`config.mk`:
```
export PLATFORM = sky130hd
export DESIGN_NAME = bus_arbiter
export DESIGN_NICKNAME = d
export VERILOG_FILES = /design/src/rtl/bus_arbiter.sv
export SDC_FILE = /design/constraint.sdc
export NUM_CORES = 1
export LEC_CHECK = 0
export ABC_AREA = 1
export BUFFER_PORTS_ARGS = -buffer_cell sky130_fd_sc_hd__buf_2
export CORE_UTILIZATION = 61
export CTS_CLUSTER_SIZE = 12
export DETAILED_ROUTE_END_ITERATION = 6
export PLACE_DENSITY = 0.81
export SLEW_MARGIN = 20
export SYNTH_ARGS = -nofsm -noshare
export SYNTH_HDL_FRONTEND = slang
export SYNTH_SLANG_ARGS = --single-unit
```
`constraint.sdc`:
```
create_clock -name clk -period 3.03 [get_ports clk]
set_clock_uncertainty 0.1 [all_clocks]
set_input_delay 0.303 -clock clk [delete_from_list [all_inputs] [get_ports clk]]
set_output_delay 0.303 -clock clk [all_outputs]
set_load 0.005 [all_outputs]
```
`src/rtl/bus_arbiter.sv`:
```
// bus_arbiter: 68000 BR/BG/BGACK arbitration for NREQ DMA requesters.
// Requesters are picked round-robin. Each bus tenure is limited to HOLD_MAX
// cycles; a grant that runs that long is withdrawn and flagged with revoke.
//
// Ports
//   clk         system clock
//   por_n       synchronous active-low reset
//   as_n        bus address strobe from any master
//   bg_n        CPU bus grant
//   bgack_in_n  BGACK as seen on the wire (other masters)
//   dma_req_n   per-requester bus request, active-low level
//   br_n        bus request to the CPU
//   bgack_n     bus grant acknowledge driven by the arbiter
//   dma_gnt_n   per-requester grant, one-hot-low or all high
//   owner       index of the current owner, all ones when idle
//   revoke      one-cycle pulse when a tenure hits its limit
//
// state     | meaning
// S_IDLE    | no request seen, bus not requested
// S_REQ     | br_n asserted, waiting for bg_n
// S_WAIT_BUS| bg_n seen, waiting for as_n and bgack_in_n to go high
// S_OWN     | winner holds the bus, tenure counter running
// S_RELEASE | grant dropped, waiting for the owner's bus cycle to end
module bus_arbiter #(
  parameter int NREQ     = 2,
  parameter int HOLD_MAX = 64
) (
  input  logic                  clk,
  input  logic                  por_n,
  input  logic                  as_n,
  input  logic                  bg_n,
  input  logic                  bgack_in_n,
  input  logic [NREQ-1:0]       dma_req_n,
  output logic                  br_n,
  output logic                  bgack_n,
  output logic [NREQ-1:0]       dma_gnt_n,
  output logic [$clog2(NREQ):0] owner,
  output logic                  revoke
);
  localparam int OW = $clog2(NREQ) + 1;
  localparam int PW = (NREQ > 1) ? $clog2(NREQ) : 1;
  localparam int CW = $clog2(HOLD_MAX + 1);
  localparam int SW = NREQ + 3;

  typedef enum logic [2:0] {
    S_IDLE,
    S_REQ,
    S_WAIT_BUS,
    S_OWN,
    S_RELEASE
  } state_e;

  state_e          state_q, state_d;
  logic [SW-1:0]   sync1_q, sync2_q;
  logic            br_n_q, br_n_d;
  logic            bgack_n_q, bgack_n_d;
  logic [NREQ-1:0] gnt_n_q, gnt_n_d;
  logic [OW-1:0]   owner_q, owner_d;
  logic            revoke_q, revoke_d;
  logic [PW-1:0]   own_idx_q, own_idx_d;
  logic [PW-1:0]   rr_q, rr_d;
  logic [CW-1:0]   cnt_q, cnt_d;

  logic            as_s, bg_s, bgack_in_s;
  logic [NREQ-1:0] req_s;
  logic            any_req;
  logic            owner_req_n;
  logic            win_found;
  logic [PW-1:0]   win_idx;

  assign {as_s, bg_s, bgack_in_s, req_s} = sync2_q;
  assign any_req = ~(&req_s);

  // Round-robin scan starting just after the last winner.
  always_comb begin
    win_found = 1'b0;
    win_idx   = '0;
    for (int k = 1; k <= NREQ; k++) begin
      for (int i = 0; i < NREQ; i++) begin
        if (!win_found && (i == (int'(rr_q) + k) % NREQ) && !req_s[i]) begin
          win_found = 1'b1;
          win_idx   = PW'(i);
        end
      end
    end
  end

  always_comb begin
    owner_req_n = 1'b1;
    for (int i = 0; i < NREQ; i++) begin
      if (PW'(i) == own_idx_q) owner_req_n = req_s[i];
    end
  end

  always_comb begin
    state_d   = state_q;
    br_n_d    = br_n_q;
    bgack_n_d = bgack_n_q;
    gnt_n_d   = gnt_n_q;
    owner_d   = owner_q;
    own_idx_d = own_idx_q;
    rr_d      = rr_q;
    cnt_d     = cnt_q;
    revoke_d  = 1'b0;
    case (state_q)
      S_IDLE: begin
        if (any_req) begin
          state_d = S_REQ;
          br_n_d  = 1'b0;
        end
      end
      S_REQ: begin
        if (!any_req) begin
          state_d = S_IDLE;
          br_n_d  = 1'b1;
        end else if (!bg_s) begin
          state_d = S_WAIT_BUS;
        end
      end
      S_WAIT_BUS: begin
        if (!any_req) begin
          state_d = S_IDLE;
          br_n_d  = 1'b1;
        end else if (as_s && bgack_in_s && win_found) begin
          state_d   = S_OWN;
          bgack_n_d = 1'b0;
          br_n_d    = 1'b1;
          owner_d   = OW'(win_idx);
          own_idx_d = win_idx;
          rr_d      = win_idx;
          cnt_d     = '0;
          for (int i = 0; i < NREQ; i++) gnt_n_d[i] = (PW'(i) != win_idx);
        end
      end
      S_OWN: begin
        // A voluntary release takes priority over the tenure limit.
        if (owner_req_n) begin
          state_d = S_RELEASE;
          gnt_n_d = '1;
        end else if (cnt_q == CW'(HOLD_MAX - 1)) begin
          state_d  = S_RELEASE;
          gnt_n_d  = '1;
          revoke_d = 1'b1;
        end else begin
          cnt_d = cnt_q + CW'(1);
        end
      end
      S_RELEASE: begin
        if (as_s) begin
          state_d   = S_IDLE;
          bgack_n_d = 1'b1;
          owner_d   = '1;
        end
      end
      default: state_d = S_IDLE;
    endcase
  end

  always_ff @(posedge clk) begin
    if (!por_n) begin
      state_q   <= S_IDLE;
      sync1_q   <= '1;
      sync2_q   <= '1;
      br_n_q    <= 1'b1;
      bgack_n_q <= 1'b1;
      gnt_n_q   <= '1;
      owner_q   <= '1;
      revoke_q  <= 1'b0;
      own_idx_q <= '0;
      rr_q      <= PW'(NREQ - 1);
      cnt_q     <= '0;
    end else begin
      state_q   <= state_d;
      sync1_q   <= {as_n, bg_n, bgack_in_n, dma_req_n};
      sync2_q   <= sync1_q;
      br_n_q    <= br_n_d;
      bgack_n_q <= bgack_n_d;
      gnt_n_q   <= gnt_n_d;
      owner_q   <= owner_d;
      revoke_q  <= revoke_d;
      own_idx_q <= own_idx_d;
      rr_q      <= rr_d;
      cnt_q     <= cnt_d;
    end
  end

  assign br_n      = br_n_q;
  assign bgack_n   = bgack_n_q;
  assign dma_gnt_n = gnt_n_q;
  assign owner     = owner_q;
  assign revoke    = revoke_q;

endmodule

```
==> reports/results.ini <==
[outcome]
status=finished clean

[clocking]
clock_path_buffers=2
worst_skew_pair.late_latency_ns=0.32
h-tree-depth=1
cts_sinks=28
cts_tree=yes
clkTransAtPathRegs_ns=0.13
clockRootBuffer=clkbuf_4
cts-resized-gates=0
numCtsBuffers=3
hold_buffers=0
postCtsSetupBuffers=0

[critical_path]
startpoint_type=flop
crit_buf_inv=0
path_common_cell=nand2_1
slowest_stage=dfxtp_1
cp_max_fo=7
arrival_ns=1.73
crit_start=cnt_q[0]
cp.required_ns=3.19
path_class=flop to flop
crit_chain=ha_1 -> nand2_1 -> nor2_2 -> nand2_1 -> nand2_1 -> nand2_4 -> nand2_4 -> nand2_2 -> a21oi_2
cp_top_family=simple AND/OR/NAND/NOR gates
r2r-start=cnt_q[0]
slowest_delay_ns=0.38
crit_path_end_kind=flop

[logic_synthesis]
synth_cell_types=28
syn_avg_cell_area_um2=7.27
ys_seq_area_share_pct=41.0
synth_top_area_share_pct=41.0
netlist_area_um2=1370
ys_top_cells_by_area=dfxtp_1, nand2_1, nand3_1, inv_1, nor2_1
syn_inst=188
yosys.area.top_type=dfxtp_1
ys_ff_latch=28
yosys_warnings=0
synth_nets=196

[floorplan]
io_pins=14
fp.dieW_um=49.3
die-height_um=49.3
floorplan.die_area_um2=2430
fp.coreArea_um2=2040
initial_utilization_pct=66.9
fp-row-count=16

[timing]
setup_viol=0
rsz0062_at_grt=false
hold_viol_final=0
fin_crit_sh_pct=51.8
period_minus_slack_ns=1.57
relSlewSlack_pct=66.1
clock.fmax_ghz=0.637
maxSlewViolCount=0
fin_tns_setup_ns=0
tightest_slew_ns=0.508

[power]
ir_worst_vdd_mv=0.429
combPwrFrac_pct=32.7
powerDensity_nw_per_um2=607
seq_power_share_pct=51.0
clkPwrFrac_pct=16.3
sw_frac_of_total_pct=36.8
cellInternalPower_w=0.000564
finalPower_w=0.000892
netSwitchingPower_w=0.000329
p_leak_nw=0.684

[cells_and_area]
drive_gt1_share_pct=24.4
areaGrowthSynthToFinish_pct=7.69
diodes=0
final_common_cell=nand2_1
nets=211
final_cell_mix=nand2_1, dfxtp_1, inv_1, nand3_1, nor2_1
num-fill-cells=184

[detailed_routing]
drc=0
dr.pass1.iters=4
vias=1214
viasPerCell=5.32
ant_nets=0
routedWlPerCell_um=11.9
wl_um=2720
drt_iter0_markers=26

[global_routing]
grt_max_degree=20
gr-usage-all-layers_pct=25.0
first_global_vias=1124
antenna_found_initial=0
grt_overflow=0
grt_pass1_wl_um=4670

[worst_hold_path]
hold_path_class=input port to flop
hold_start=bg_n

[run]
cap_violations=0

[placed_design]
port_buffers=13
hpwl_um=2120
place.gp.congestion=0.889

==> layout make-up <==
type	instances	area, um^2	share of cell area [%]
Sequential cell	28	561	38.1
Inverter	23	88.8	6.04
Multi-Input combinational cell	134	701	47.6
Clock buffer	3	22.5	1.53
Tap cell	27	33.8	2.30
Timing Repair Buffer	13	65.1	4.42
==> registers in the layout (all words and copies together), names as in the netlist, 2 cells and up <==
name / count
cnt_q: 7
dma_gnt_n: 2
state_q: 3
sync1_q: 5
sync2_q: 5
==> cells by family after synthesis <==
family | Yosys count | share of synthesized area, %
fa+ha+maj | 1 | 0.916
compound gates | 22 | 9.16
simple gates | 111 | 41.2
buf+inv | 26 | 7.69
flops | 28 | 41.0
==> synth_stat cells, drive strengths merged <==
cell     n
o21ai    8
nor4     1
o211ai   1
nor2    22
buf      2
o21bai   2
inv     23
nor3     1
clkbuf   1
or2     11
nand2   52
nand4    2
a21oi   11
ha       1
nand3   22
dfxtp   28
==> per-layer routing <==
metal | share of wire (%) | up-vias | track usage (%)
met5 | 0 | - | 0
met1 | 45 | 557 | 29.7
li1 | - | 622 | -
met4 | 1.1 | 0 | 7.35
met2 | 50 | 31 | 45.7
met3 | 3.9 | 4 | 3.74
==> power groups by stage <==
stage / clock network, W / logic [W] / registers [W]
final: 0.000145 / 0.000292 / 0.000455
after global routing: 0.000165 / 0.000331 / 0.000461
after CTS: 0.000152 / 0.000292 / 0.000455
after detailed placement: 0 / 0.000292 / 0.000463
after global placement: 0 / 0.000282 / 0.000462
after floorplan: 0 / 0.000228 / 0.000456
==> path summary, 6_finish.rpt <==
path / cells past startpoint / slack [ns] / endpoint
setup / recovery: 9 / 1.46 / cnt_q[5]
hold / removal: 2 / 0.06 / sync1_q[3]
setup reg to reg: 9 / 1.46 / cnt_q[5]
hold reg to reg: 1 / 0.33 / sync2_q[0]
==> stage by stage <==
step	cells	utilization, %	area [um^2]	setup WS, ns	hold slack (ns)
floorplan	188	-	1370	1.65	0.293
global placement	225	71.0	1450	1.57	0.294
detailed placement	225	71.0	1450	1.49	0.300
CTS	228	72.1	1470	1.47	0.0536
global route	228	72.1	1470	1.31	0.0431
finish	228	72.1	1470	1.46	0.0578
(Power assumes the default switching activity.)
